`config.mk`:
```
export PLATFORM = sky130hd
export DESIGN_NAME = acorn_step_ctrl
export DESIGN_NICKNAME = d
export VERILOG_FILES = /design/src/rtl/acorn_step_ctrl.sv
export SDC_FILE = /design/constraint.sdc
export NUM_CORES = 1
export LEC_CHECK = 0
export ABC_AREA = 0
export CORE_ASPECT_RATIO = 0.5
export CORE_MARGIN = 2
export CORE_UTILIZATION = 55
export CTS_CLUSTER_DIAMETER = 40
export DETAILED_ROUTE_END_ITERATION = 6
export MAX_ROUTING_LAYER = met4
export PLACE_DENSITY_LB_ADDON = 0.15
export SETUP_SLACK_MARGIN = 0.5
export SLEW_MARGIN = 10
export SYNTH_ARGS = -nofsm -noshare
export SYNTH_HDL_FRONTEND = slang
export SYNTH_SLANG_ARGS = --single-unit
```
`constraint.sdc`:
```
create_clock -name clk -period 6 [get_ports clk]
set_input_delay 1.2 -clock clk [delete_from_list [all_inputs] [get_ports clk]]
set_output_delay 1.2 -clock clk [all_outputs]
set_load 0.01 [all_outputs]
```
`src/rtl/acorn_step_ctrl.sv`:
```
// acorn_step_ctrl: phase sequencer for the bit-serial ACORN-128 core.
// Drives one step command per cycle and captures the tag.
module acorn_step_ctrl #(
  parameter int LEN_W       = 16,
  parameter int INIT_STEPS  = 1792,
  parameter int FINAL_STEPS = 768
) (
  input  logic             clk,
  input  logic             rst,
  input  logic             start,
  input  logic [127:0]     key_in,
  input  logic [127:0]     iv_in,
  input  logic [LEN_W-1:0] ad_len,
  input  logic [LEN_W-1:0] pt_len,
  input  logic             ad_valid,
  input  logic             ad_bit,
  output logic             ad_ready,
  input  logic             pt_valid,
  input  logic             pt_bit,
  output logic             pt_ready,
  input  logic             ks_bit,
  output logic             step_en,
  output logic             m_bit,
  output logic             ca,
  output logic             cb,
  output logic             ct_valid,
  output logic             ct_bit,
  output logic             core_clr,
  output logic [127:0]     tag_out,
  output logic             tag_valid,
  output logic             busy
);

  typedef enum logic [2:0] {
    S_IDLE, S_CLR, S_INIT, S_AD,
    S_AD_PAD, S_PT, S_PT_PAD, S_FINAL
  } state_t;

  localparam logic [10:0] INIT_LAST  = 11'(INIT_STEPS - 1);
  localparam logic [10:0] FINAL_LAST = 11'(FINAL_STEPS - 1);
  localparam logic [10:0] TAG_FIRST  = 11'(FINAL_STEPS - 128);
  localparam logic [10:0] PAD_LAST   = 11'd255;
  localparam logic [10:0] PAD_HALF   = 11'd128;
  localparam logic [LEN_W-1:0] ONE_L = LEN_W'(1);

  state_t           state_q, state_d;
  logic [10:0]      cnt_q, cnt_d;
  logic [LEN_W-1:0] bits_q, bits_d;
  logic [127:0]     key_q, key_d;
  logic [127:0]     iv_q, iv_d;
  logic [LEN_W-1:0] ad_len_q, ad_len_d;
  logic [LEN_W-1:0] pt_len_q, pt_len_d;
  logic [127:0]     tag_q, tag_d;
  logic             tv_q, tv_d;

  // Next-state, counters, tag capture and per-cycle step command
  always_comb begin
    state_d  = state_q;
    cnt_d    = cnt_q;
    bits_d   = bits_q;
    key_d    = key_q;
    iv_d     = iv_q;
    ad_len_d = ad_len_q;
    pt_len_d = pt_len_q;
    tag_d    = tag_q;
    tv_d     = tv_q;
    step_en  = 1'b0;
    m_bit    = 1'b0;
    ca       = 1'b0;
    cb       = 1'b0;
    ad_ready = 1'b0;
    pt_ready = 1'b0;
    ct_valid = 1'b0;
    ct_bit   = 1'b0;
    core_clr = 1'b0;
    busy     = (state_q != S_IDLE);
    unique case (state_q)
      S_IDLE: begin
        if (start) begin
          key_d    = key_in;
          iv_d     = iv_in;
          ad_len_d = ad_len;
          pt_len_d = pt_len;
          tv_d     = 1'b0;
          cnt_d    = '0;
          state_d  = S_CLR;
        end
      end
      S_CLR: begin
        core_clr = 1'b1;
        cnt_d    = '0;
        state_d  = S_INIT;
      end
      S_INIT: begin
        step_en = 1'b1;
        ca      = 1'b1;
        cb      = 1'b1;
        if (cnt_q < 11'd128)
          m_bit = key_q[cnt_q[6:0]];
        else if (cnt_q < 11'd256)
          m_bit = iv_q[cnt_q[6:0]];
        else if (cnt_q == 11'd256)
          m_bit = ~key_q[0];
        else
          m_bit = key_q[cnt_q[6:0]];
        cnt_d = cnt_q + 11'd1;
        if (cnt_q == INIT_LAST) begin
          cnt_d   = '0;
          state_d = (ad_len_q == '0) ? S_AD_PAD : S_AD;
        end
      end
      S_AD: begin
        ca       = 1'b1;
        cb       = 1'b1;
        ad_ready = 1'b1;
        step_en  = ad_valid;
        m_bit    = ad_bit;
        if (ad_valid) begin
          bits_d = bits_q + ONE_L;
          if (bits_q == ad_len_q - ONE_L) begin
            bits_d  = '0;
            state_d = S_AD_PAD;
          end
        end
      end
      S_AD_PAD: begin
        step_en = 1'b1;
        m_bit   = (cnt_q == '0);
        ca      = (cnt_q < PAD_HALF);
        cb      = 1'b1;
        cnt_d   = cnt_q + 11'd1;
        if (cnt_q == PAD_LAST) begin
          cnt_d   = '0;
          state_d = (pt_len_q == '0) ? S_PT_PAD : S_PT;
        end
      end
      S_PT: begin
        ca       = 1'b1;
        pt_ready = 1'b1;
        step_en  = pt_valid;
        m_bit    = pt_bit;
        ct_valid = pt_valid;
        ct_bit   = pt_bit ^ ks_bit;
        if (pt_valid) begin
          bits_d = bits_q + ONE_L;
          if (bits_q == pt_len_q - ONE_L) begin
            bits_d  = '0;
            state_d = S_PT_PAD;
          end
        end
      end
      S_PT_PAD: begin
        step_en = 1'b1;
        m_bit   = (cnt_q == '0);
        ca      = (cnt_q < PAD_HALF);
        cnt_d   = cnt_q + 11'd1;
        if (cnt_q == PAD_LAST) begin
          cnt_d   = '0;
          state_d = S_FINAL;
        end
      end
      S_FINAL: begin
        step_en = 1'b1;
        ca      = 1'b1;
        cb      = 1'b1;
        if (cnt_q >= TAG_FIRST)
          tag_d[cnt_q[6:0] - TAG_FIRST[6:0]] = ks_bit;
        cnt_d = cnt_q + 11'd1;
        if (cnt_q == FINAL_LAST) begin
          cnt_d   = '0;
          tv_d    = 1'b1;
          state_d = S_IDLE;
        end
      end
      default: state_d = S_IDLE;
    endcase
    // Reset aborts at once: no command leaves in the reset cycle
    if (rst) begin
      step_en  = 1'b0;
      m_bit    = 1'b0;
      ca       = 1'b0;
      cb       = 1'b0;
      ad_ready = 1'b0;
      pt_ready = 1'b0;
      ct_valid = 1'b0;
      ct_bit   = 1'b0;
      core_clr = 1'b0;
      busy     = 1'b0;
    end
  end

  // State and datapath registers with synchronous reset
  always_ff @(posedge clk) begin
    if (rst) begin
      state_q  <= S_IDLE;
      cnt_q    <= '0;
      bits_q   <= '0;
      key_q    <= '0;
      iv_q     <= '0;
      ad_len_q <= '0;
      pt_len_q <= '0;
      tag_q    <= '0;
      tv_q     <= 1'b0;
    end else begin
      state_q  <= state_d;
      cnt_q    <= cnt_d;
      bits_q   <= bits_d;
      key_q    <= key_d;
      iv_q     <= iv_d;
      ad_len_q <= ad_len_d;
      pt_len_q <= pt_len_d;
      tag_q    <= tag_d;
      tv_q     <= tv_d;
    end
  end

  assign tag_out   = tag_q;
  assign tag_valid = tv_q;

endmodule

```
-- Word level (Yosys, flattened, before mapping)
Cells that the tools add are included.
- add/sub/neg operators: 4
- $mul: 0
- divide/modulo/power cells: 0
- order comparisons: 5
- equality and inequality tests: 22
- shift-type cells: 0
- muxes and demuxes: 54
- bitwise logic cells: 2
- reductions and logical operators: 19
- operator list (cell ; count):
    $bwmux W128 ; 1
    $mux W16 ; 4
    $pmux W11 S5 ; 1
    $mux W11 ; 4
    $eq A16 B16 Y1 ; 2
    $logic_not A16 Y1 ; 2
    $pmux W16 S2 ; 1
    $sub A16 B1 Y16 const B ; 2
    $mux W3 ; 10
    $mux W1 ; 24
    $pmux W3 S8 ; 1
    $ne A2 B2 Y1 const B ; 9
    $add A16 B1 Y16 const B ; 1
    $bmux W1 S7 ; 2
    $eq A3 B3 Y1 const B ; 4
    $reduce_or A4 Y1 ; 3
    $add A11 B1 Y11 const B ; 1
    $eq A11 B10 Y1 const B ; 1
    $eq A11 B11 Y1 const B ; 1
    $eq A11 B8 Y1 const B ; 1
    $eq A11 B9 Y1 const B ; 1
    $ge A11 B10 Y1 const B ; 1
    $logic_not A11 Y1 ; 1
    $lt A11 B8 Y1 const B ; 1
    other kinds (21) ; 27
- flip-flop bits (word level): 447
- latch bits: 0
- RAM bits: 0
- memory bits (read-only): 0
- input port bits: 296
- output and inout port bits: 139
- logic and storage cells: 115
- memories kept: 0

-- Depth between registers and ports, before layout
Gate-level depths: netlist (run 1).
- depth in word-level cells: 7
- gate-level depth with buffers: 12
- mapped depth without buffers: 10

-- Least setup slack after synthesis (run 1)
OpenSTA, ideal clock, no wires.
- kind: reg-to-output
- from: register cnt_q[1]
- to: output m_bit
- arrival time: 2443 ps
- data required time: 4800 ps
- path slack: 2357 ps
- cell stages (with the launch flop): 12
- path buffers: 3
- cells stage by stage: dfxtp_1 > buf_2 > buf_2 > buf_1 > mux4_2 > mux2i_1 > nand2_1 > o2111ai_1 > o21ai_0 > a211oi_1 > o311ai_0 > a41o_1
- word-level cells in the longest chain between the ends: 7
- elaborated cells between the ends (all ways): 13
- those cells by class: 2 x order compare; 1 x eq/ne; 9 x mux; 1 x reduce/logical
- ends and longest elaborated chain (element ; RTL line ; text):
    from (decl) ; 47 ; logic [10:0] cnt_q, cnt_d;
    from (signal assigned) ; 206 ; cnt_q <= cnt_d;
    $bmux W1 S7 ; 99, 105 ;
    $mux W1 (not written as such) ; 99, 105 ;
    $mux W1 ; 102 ; else if (cnt_q == 11'd256)
    $mux W1 ; 100 ; else if (cnt_q < 11'd256)
    $mux W1 ; 98 ; if (cnt_q < 11'd128)
    $pmux W1 S4 (*) ; 77 ; unique case (state_q)
    $mux W1 (*) ; 178 ; if (rst) begin
    to (decl) ; 23 ; output logic m_bit,
Mark *: on every way between the ends. The rest lies on a longest branch, timed or not. The select of a mux whose other input is x is not followed.

-- Worst setup path after layout (run 1)
- from: register cnt_q[0]
- to: output m_bit
Same word-level chain as after synthesis.

==> run_results.csv, run 1 <==
group,metric,value,unit
die,ios,435,
global_route,grt_max_degree,125,
placement,place.gp.congestion,1.005,
finish,drive_above_1_share,6.412,%
detailed_routing,drt_pass1_iterations,7,
synthesis,syn_area,0.02012,sq mm
synthesis,synth-main-ff-cell,"dfxtp_1",
timing,fin_crit_sh,87.28,%
job,maxCapViolations,0,
finish,area_growth,28.75,%
die,die_w,274.5,um
timing,rsz0062_at_grt,"false",
timing,fmax,191.0,MHz
synthesis,synth_compound_area_share,19.39,%
setup_path,start_kind,"register",
synthesis,synth_top_area_share,44.48,%
detailed_routing,viasPerCell,6.039,
synthesis,post-synth-top-area-cell,"dfxtp_1",
clock_network,cts_root_buffer,"clkbuf_16",
detailed_routing,ant_nets,0,
clock_network,clock_sinks,447,
synthesis,postSynthAreaPerCell,7.815,sq um
synthesis,syn_nets,2875,
detailed_routing,drt-initial-drc-count,2584,
synthesis,synthTopCellsByArea,"dfxtp_1 44%, nand2_1 12%, a21oi_1 11%",
min_path,hp-class,"register to register",
synthesis,synth_top_family_by_area,"simple AND/OR/NAND/NOR gates",
placement,dpl-instance-area,0.02453,sq mm
timing,period_minus_slack,5.237,ns
synthesis,ys_ff_latch,447,
power,vdd_ir_drop_max,202.0,uV
synthesis,yosys.area_share.adder,0.3110,%
finish,fill_cells,2886,
synthesis,yosysSeqAreaShare,44.48,%
die,design.core.area,0.03599,sq mm
power,power_density,343.4,mW/mm^2
setup_path,worstSetupPathType,"register to output pin",
setup_path,endpoint_kind,"output pin",
global_route,antenna_found_initial,5,
setup_path,r2r_slack,2.48,ns
timing,relSlewSlack,20.03,%
detailed_routing,drc,0,
clock_network,cts_hold_buf,0,
synthesis,synthXorXnorAreaFrac,2.525,%
synthesis,ys_warn_count,0,
clock_network,cts_inserted_buffers,41,
die,row_count,49,
global_route,grt_pass1_wl,104.9,mm
timing,setup_violations,0,
finish,nNetsFinal,3171,
global_route,globalRoute.totalOverflow,0,
synthesis,yosys-mux-area-fraction,5.623,%
global_route,grt.total_usage,35.60,%
outcome,status,"completed",
clock_network,clk_pin_slew,0.07,ns
synthesis,ys_types,73,
die,start_util,55.90,%
finish,final_common_cell,"nand2_1",
timing,fin_skew,0.01852,ns
finish,most-common-layout-cells,"646 x nand2_1, 450 x a21oi_1, 443 x dfxtp_1",
clock_network,tritoncts,"built",
timing,hold_violations,0,
finish,design_area,0.02590,sq mm
detailed_routing,num_vias,20470,
detailed_routing,wl,68.68,mm
die,dieHeight,139.2,um
setup_path,crit_arrival,4.04,ns
timing,setup-tns-final,0,ns
placement,dp_hpwl,48.05,mm
timing,tightest_slew,1.198,ns
setup_path,critPathMaxFanout,38,
synthesis,synth_edf_count,0,
clock_network,cts_max_path_buffers,3,
timing,slew_violations,0,
synthesis,yosys.area_share.simple,23.07,%
synthesis,synthCells,2574,
setup_path,cp.required,4.80,ns
power,p_leak,8.715,nW
die,dieArea,0.03822,sq mm
clock_network,clock_latency,0.56,ns
detailed_routing,avgRoutedWirePerCell,20.27,um
clock_network,htree_levels,2,
global_route,first_global_vias,18900,
synthesis,async_flop_share,0,%
placement,numPortBuffers,434,
## registers in the layout, indices dropped and copies added, names as in the netlist
| signal | cells |
|---|---|
| iv_q | 128 |
| key_q | 128 |
| tag_out | 128 |
| ad_len_q | 16 |
| bits_q | 16 |
| pt_len_q | 16 |
| cnt_q | 11 |
| state_q | 3 |
| tag_valid | 1 |
## per-layer routing
layer	track usage, %	up-vias	wire length, um
met5	-	-	0
met4	13.04	0	2750
met3	7.058	210	6677
met2	55.00	1095	31730
met1	46.36	9630	27530
li1	-	9531	-
## final timing paths
kind | end | from | cells after the start
max reg2reg | tag_out[9] | state_q[0] | 6
min | key_q[68] | key_q[68] | 2
max | m_bit | cnt_q[0] | 9
min reg2reg | key_q[68] | key_q[68] | 2
## synth_stat cells, drive strengths merged (4+ instances only)
cell	n
clkbuf	177
a221oi	20
nand2	647
o211ai	4
and2	9
nand3	157
nor4b	5
nor2b	26
nor3b	5
mux2	20
nand4	16
o31ai	8
nand2b	9
a211oi	8
a31oi	10
ha	5
nor2	72
inv	20
mux2i	23
a21oi	450
mux4	30
o21ai	163
nor3	42
a22oi	13
nor4	17
nand3b	6
xnor2	32
xor2	26
or4	5
and3	8
o22ai	6
buf	33
o221ai	4
a311oi	4
or3	8
dfxtp	447
## final cells by class
| cell class | count | area (sq um) | area share, % |
|---|---|---|---|
| multi-input combinational | 1896 | 10280 | 39.70 |
| sequential | 447 | 8961 | 34.60 |
| timing repair buffer | 463 | 4602 | 17.77 |
| clock buffer | 55 | 1201 | 4.637 |
| tap | 484 | 605.6 | 2.338 |
| clock inverter | 19 | 160.2 | 0.6183 |
| inverter | 21 | 78.83 | 0.3043 |
| antenna | 4 | 10.01 | 0.03865 |
## report_power, final
part / internal [W] / total, W / switching, W
sequential: 0.00334 / 0.00373 / 0.000396
clock: 0.00147 / 0.00268 / 0.00121
combinational: 0.000991 / 0.00248 / 0.00149
## worst max-delay path, cell delays in order, from the launching register on
cell and delay (ns):
dfxtp_4 0.70, clkinv_1 0.67, ha_1 0.43, nor3b_1 0.16, a21oi_1 0.18, o32ai_1 0.11
nor4_1 0.21, o311ai_0 0.21, a41o_1 0.30, clkdlybuf4s50_1 0.49
## logic make-up (layout without fill, tap and decap cells)
family          Yosys count  in the layout
compound gates          714            714
xor+xnor                 58             58
fa+ha+maj                 5              5
buf+inv                 231            558
flops                   447            447
mux                      73             73
other cells               0              4
simple gates           1046           1046
## what timing repair did
| item | CTS | global route |
|---|---|---|
| endpoints found under the setup margin | 0 | 1 |
| setup buffers | 0 | 0 |
| resized for setup | 0 | 1 |
## per-stage QoR
| step | util, % | hold WS (ns) | setup slack, ns | total power [W] | cells |
|---|---|---|---|---|---|
| CTS | 71.94 | 0.4564 | 0.8165 | 0.008861 | 3385 |
| global placement | 68.16 | 0.4406 | 1.473 | 0.006177 | 3311 |
| finish | 71.97 | 0.4555 | 0.7634 | 0.008893 | 3389 |
| floorplan | - | 0.4318 | 2.357 | 0.005393 | 2574 |
| global route | 71.97 | 0.4704 | 0.5550 | 0.009300 | 3389 |
| detailed placement | 68.16 | 0.4473 | 1.383 | 0.006226 | 3311 |
Note: power is estimated with default switching activity, not from simulation.
==> inputs of run 2 (changes only) <==
- REMOVE_ABC_BUFFERS: default -> 1
==> run 2 against run 1 <==
Compared with the run above:
- the run now ends with DRC left
- flip-flop and latch count is the same
- via count shrank 0.97%
- count of clock-buffer cells in the layout shrank 3
- critical endpoint unchanged
- global-route usage shrank 0.47 points
- clock skew shrank 0.0051 ns
- register-to-register slack lost 0.15 ns
- clock power shrank 3%
- total power shrank 1.1%
- cell count shrank 0.27%
- maximum frequency shrank 0.98%
- critical path depth grew 1
==> run_results.csv, run 2 (synthesized netlist as in run 1, its figures left out) <==
group,metric,value,unit
outcome,status,"finished with violations",
outcome,violations,"DRC",
global_route,grt_pass1_wl,102.7,mm
setup_path,timing.rr.end,"state_q[2]",
die,design.core.area,0.03599,sq mm
timing,period_minus_slack,5.288,ns
finish,fill_cells,2870,
placement,numPortBuffers,434,
placement,place_inst,3311,
finish,most-common-layout-cells,"646 x nand2_1, 450 x a21oi_1, 444 x dfxtp_1",
timing,fmax,189.1,MHz
die,row_count,49,
min_path,hold_end,"iv_q[114]",
timing,tightest_slew,1.318,ns
finish,drive_above_1_share,5.978,%
timing,rsz0062_at_grt,"false",
timing,fin_crit_sh,88.14,%
power,internal_power,0.005759,W
power,swShare,34.53,%
finish,nNetsFinal,3170,
clock_network,cts_resized,0,
timing,hold_violations,0,
min_path,hp-class,"register to register",
detailed_routing,drt_pass1_iterations,7,
detailed_routing,avgRoutedWirePerCell,20.08,um
power,clock_power_share,29.6,%
power,p_leak,8.690,nW
die,dieHeight,139.2,um
setup_path,worstSetupPathType,"register to output pin",
clock_network,cts_root_buffer,"clkbuf_16",
power,p_seq_share,42.3,%
setup_path,critPathMaxFanout,48,
power,comb_power_share,28.1,%
placement,dp_slack,1.322,ns
clock_network,cts_hold_buf,0,
detailed_routing,wl,67.88,mm
power,p_sw,0.003037,W
die,dieArea,0.03822,sq mm
placement,dp_hpwl,47.27,mm
finish,layoutNonFillerInstCount,3380,
detailed_routing,num_vias,20270,
detailed_routing,ant_nets,0,
setup_path,start_kind,"register",
clock_network,tritoncts,"built",
finish,area_growth,28.29,%
timing,relSlewSlack,11.43,%
detailed_routing,drc,1,
setup_path,r2r_slack,2.33,ns
global_route,antenna_found_initial,2,
timing,fin_skew,0.01344,ns
timing,setup_violations,0,
global_route,grt.total_usage,35.14,%
placement,place.gp.congestion,0.9117,
setup_path,reg2reg_from,"cnt_q[1]",
clock_network,cts_max_path_buffers,3,
timing,slew_violations,0,
timing,timing.final.ws_setup,0.7115,ns
clock_network,clk_pin_slew,0.07,ns
setup_path,crit_arrival,4.09,ns
clock_network,htree_levels,2,
job,maxCapViolations,0,
global_route,first_global_vias,18590,
die,die_w,274.5,um
clock_network,cts_setup_buffers,0,
global_route,globalRoute.totalOverflow,0,
setup_path,endpoint_kind,"output pin",
detailed_routing,viasPerCell,5.996,
global_route,grt_max_degree,147,
min_path,min_from,"iv_q[114]",
clock_network,clock_latency,0.55,ns
die,ios,435,
power,power_density,340.9,mW/mm^2
setup_path,cp.required,4.80,ns
finish,final_common_cell,"nand2_1",
min_path,worstHoldPathCells,2,
detailed_routing,drt-initial-drc-count,2770,
setup_path,rr_worst_depth,9,
clock_network,clock_sinks,447,
power,vdd_ir_drop_max,296.1,uV
clock_network,cts_inserted_buffers,40,
die,start_util,55.90,%
run 2: layout make-up:
class                           count  area, sq um  area share (%)
Timing Repair Buffer              463         4602           17.83
Inverter                           21        78.83          0.3054
Tap cell                          484        605.6           2.347
Sequential cell                   447         8960           34.72
Antenna cell                        2        5.005         0.01939
Clock inverter                     15        177.7          0.6884
Clock buffer                       52         1107           4.291
Multi-Input combinational cell   1896        10270           39.80
run 2: metrics by stage:
step	hold WS, ns	cell area, sq um	util [%]	TNS (ns)	total power (W)
finish	0.4550	25810	71.71	0	0.008797
global route	0.4686	25810	71.71	0	0.009212
CTS	0.4518	25800	71.70	0	0.008757
detailed placement	0.4422	24520	68.13	0	0.006204
global placement	0.4401	24520	68.13	0	0.006144
floorplan	0.4257	19270	-	-97.91	0.005420
run 2: routing by layer:
layer | routed length (um) | GRT usage [%]
met1 | 27010 | 44.36
met2 | 31510 | 54.91
met3 | 6400 | 7.110
met4 | 2949 | 14.93
met5 | 0 | -
run 2: critical path: stages (launching register included):
cell and delay, ns:
dfxtp_4 0.80, clkinv_1 0.42, buf_4 0.30, ha_1 0.20, nor3b_1 0.16, a21oi_1 0.20, o32ai_1 0.14, nor4_1 0.19
o311ai_0 0.29, a41o_1 0.33, clkdlybuf4s50_1 0.49
run 2: worst max path at each step:
stage	from	depth (start not counted)	end	slack, ns
global placement	cnt_q[0]	10	m_bit	1.41
CTS	cnt_q[0]	10	m_bit	0.73
detailed placement	cnt_q[0]	10	m_bit	1.32
global route	cnt_q[0]	10	m_bit	0.50
finish	cnt_q[0]	10	m_bit	0.71
floorplan	start	3	ad_len_q[0]	-0.34
run 2: power by group through the flow:
| stage | logic (W) | clock network (W) | registers (W) |
|---|---|---|---|
| 2_1_floorplan | 0.00177 | 0 | 0.00365 |
| 3_3_place_gp | 0.00237 | 0 | 0.00377 |
| 3_5_place_dp | 0.00243 | 0 | 0.00378 |
| 4_1_cts | 0.00245 | 0.00260 | 0.00371 |
| 5_1_grt | 0.00271 | 0.00273 | 0.00377 |
| 6_report | 0.00247 | 0.00260 | 0.00372 |
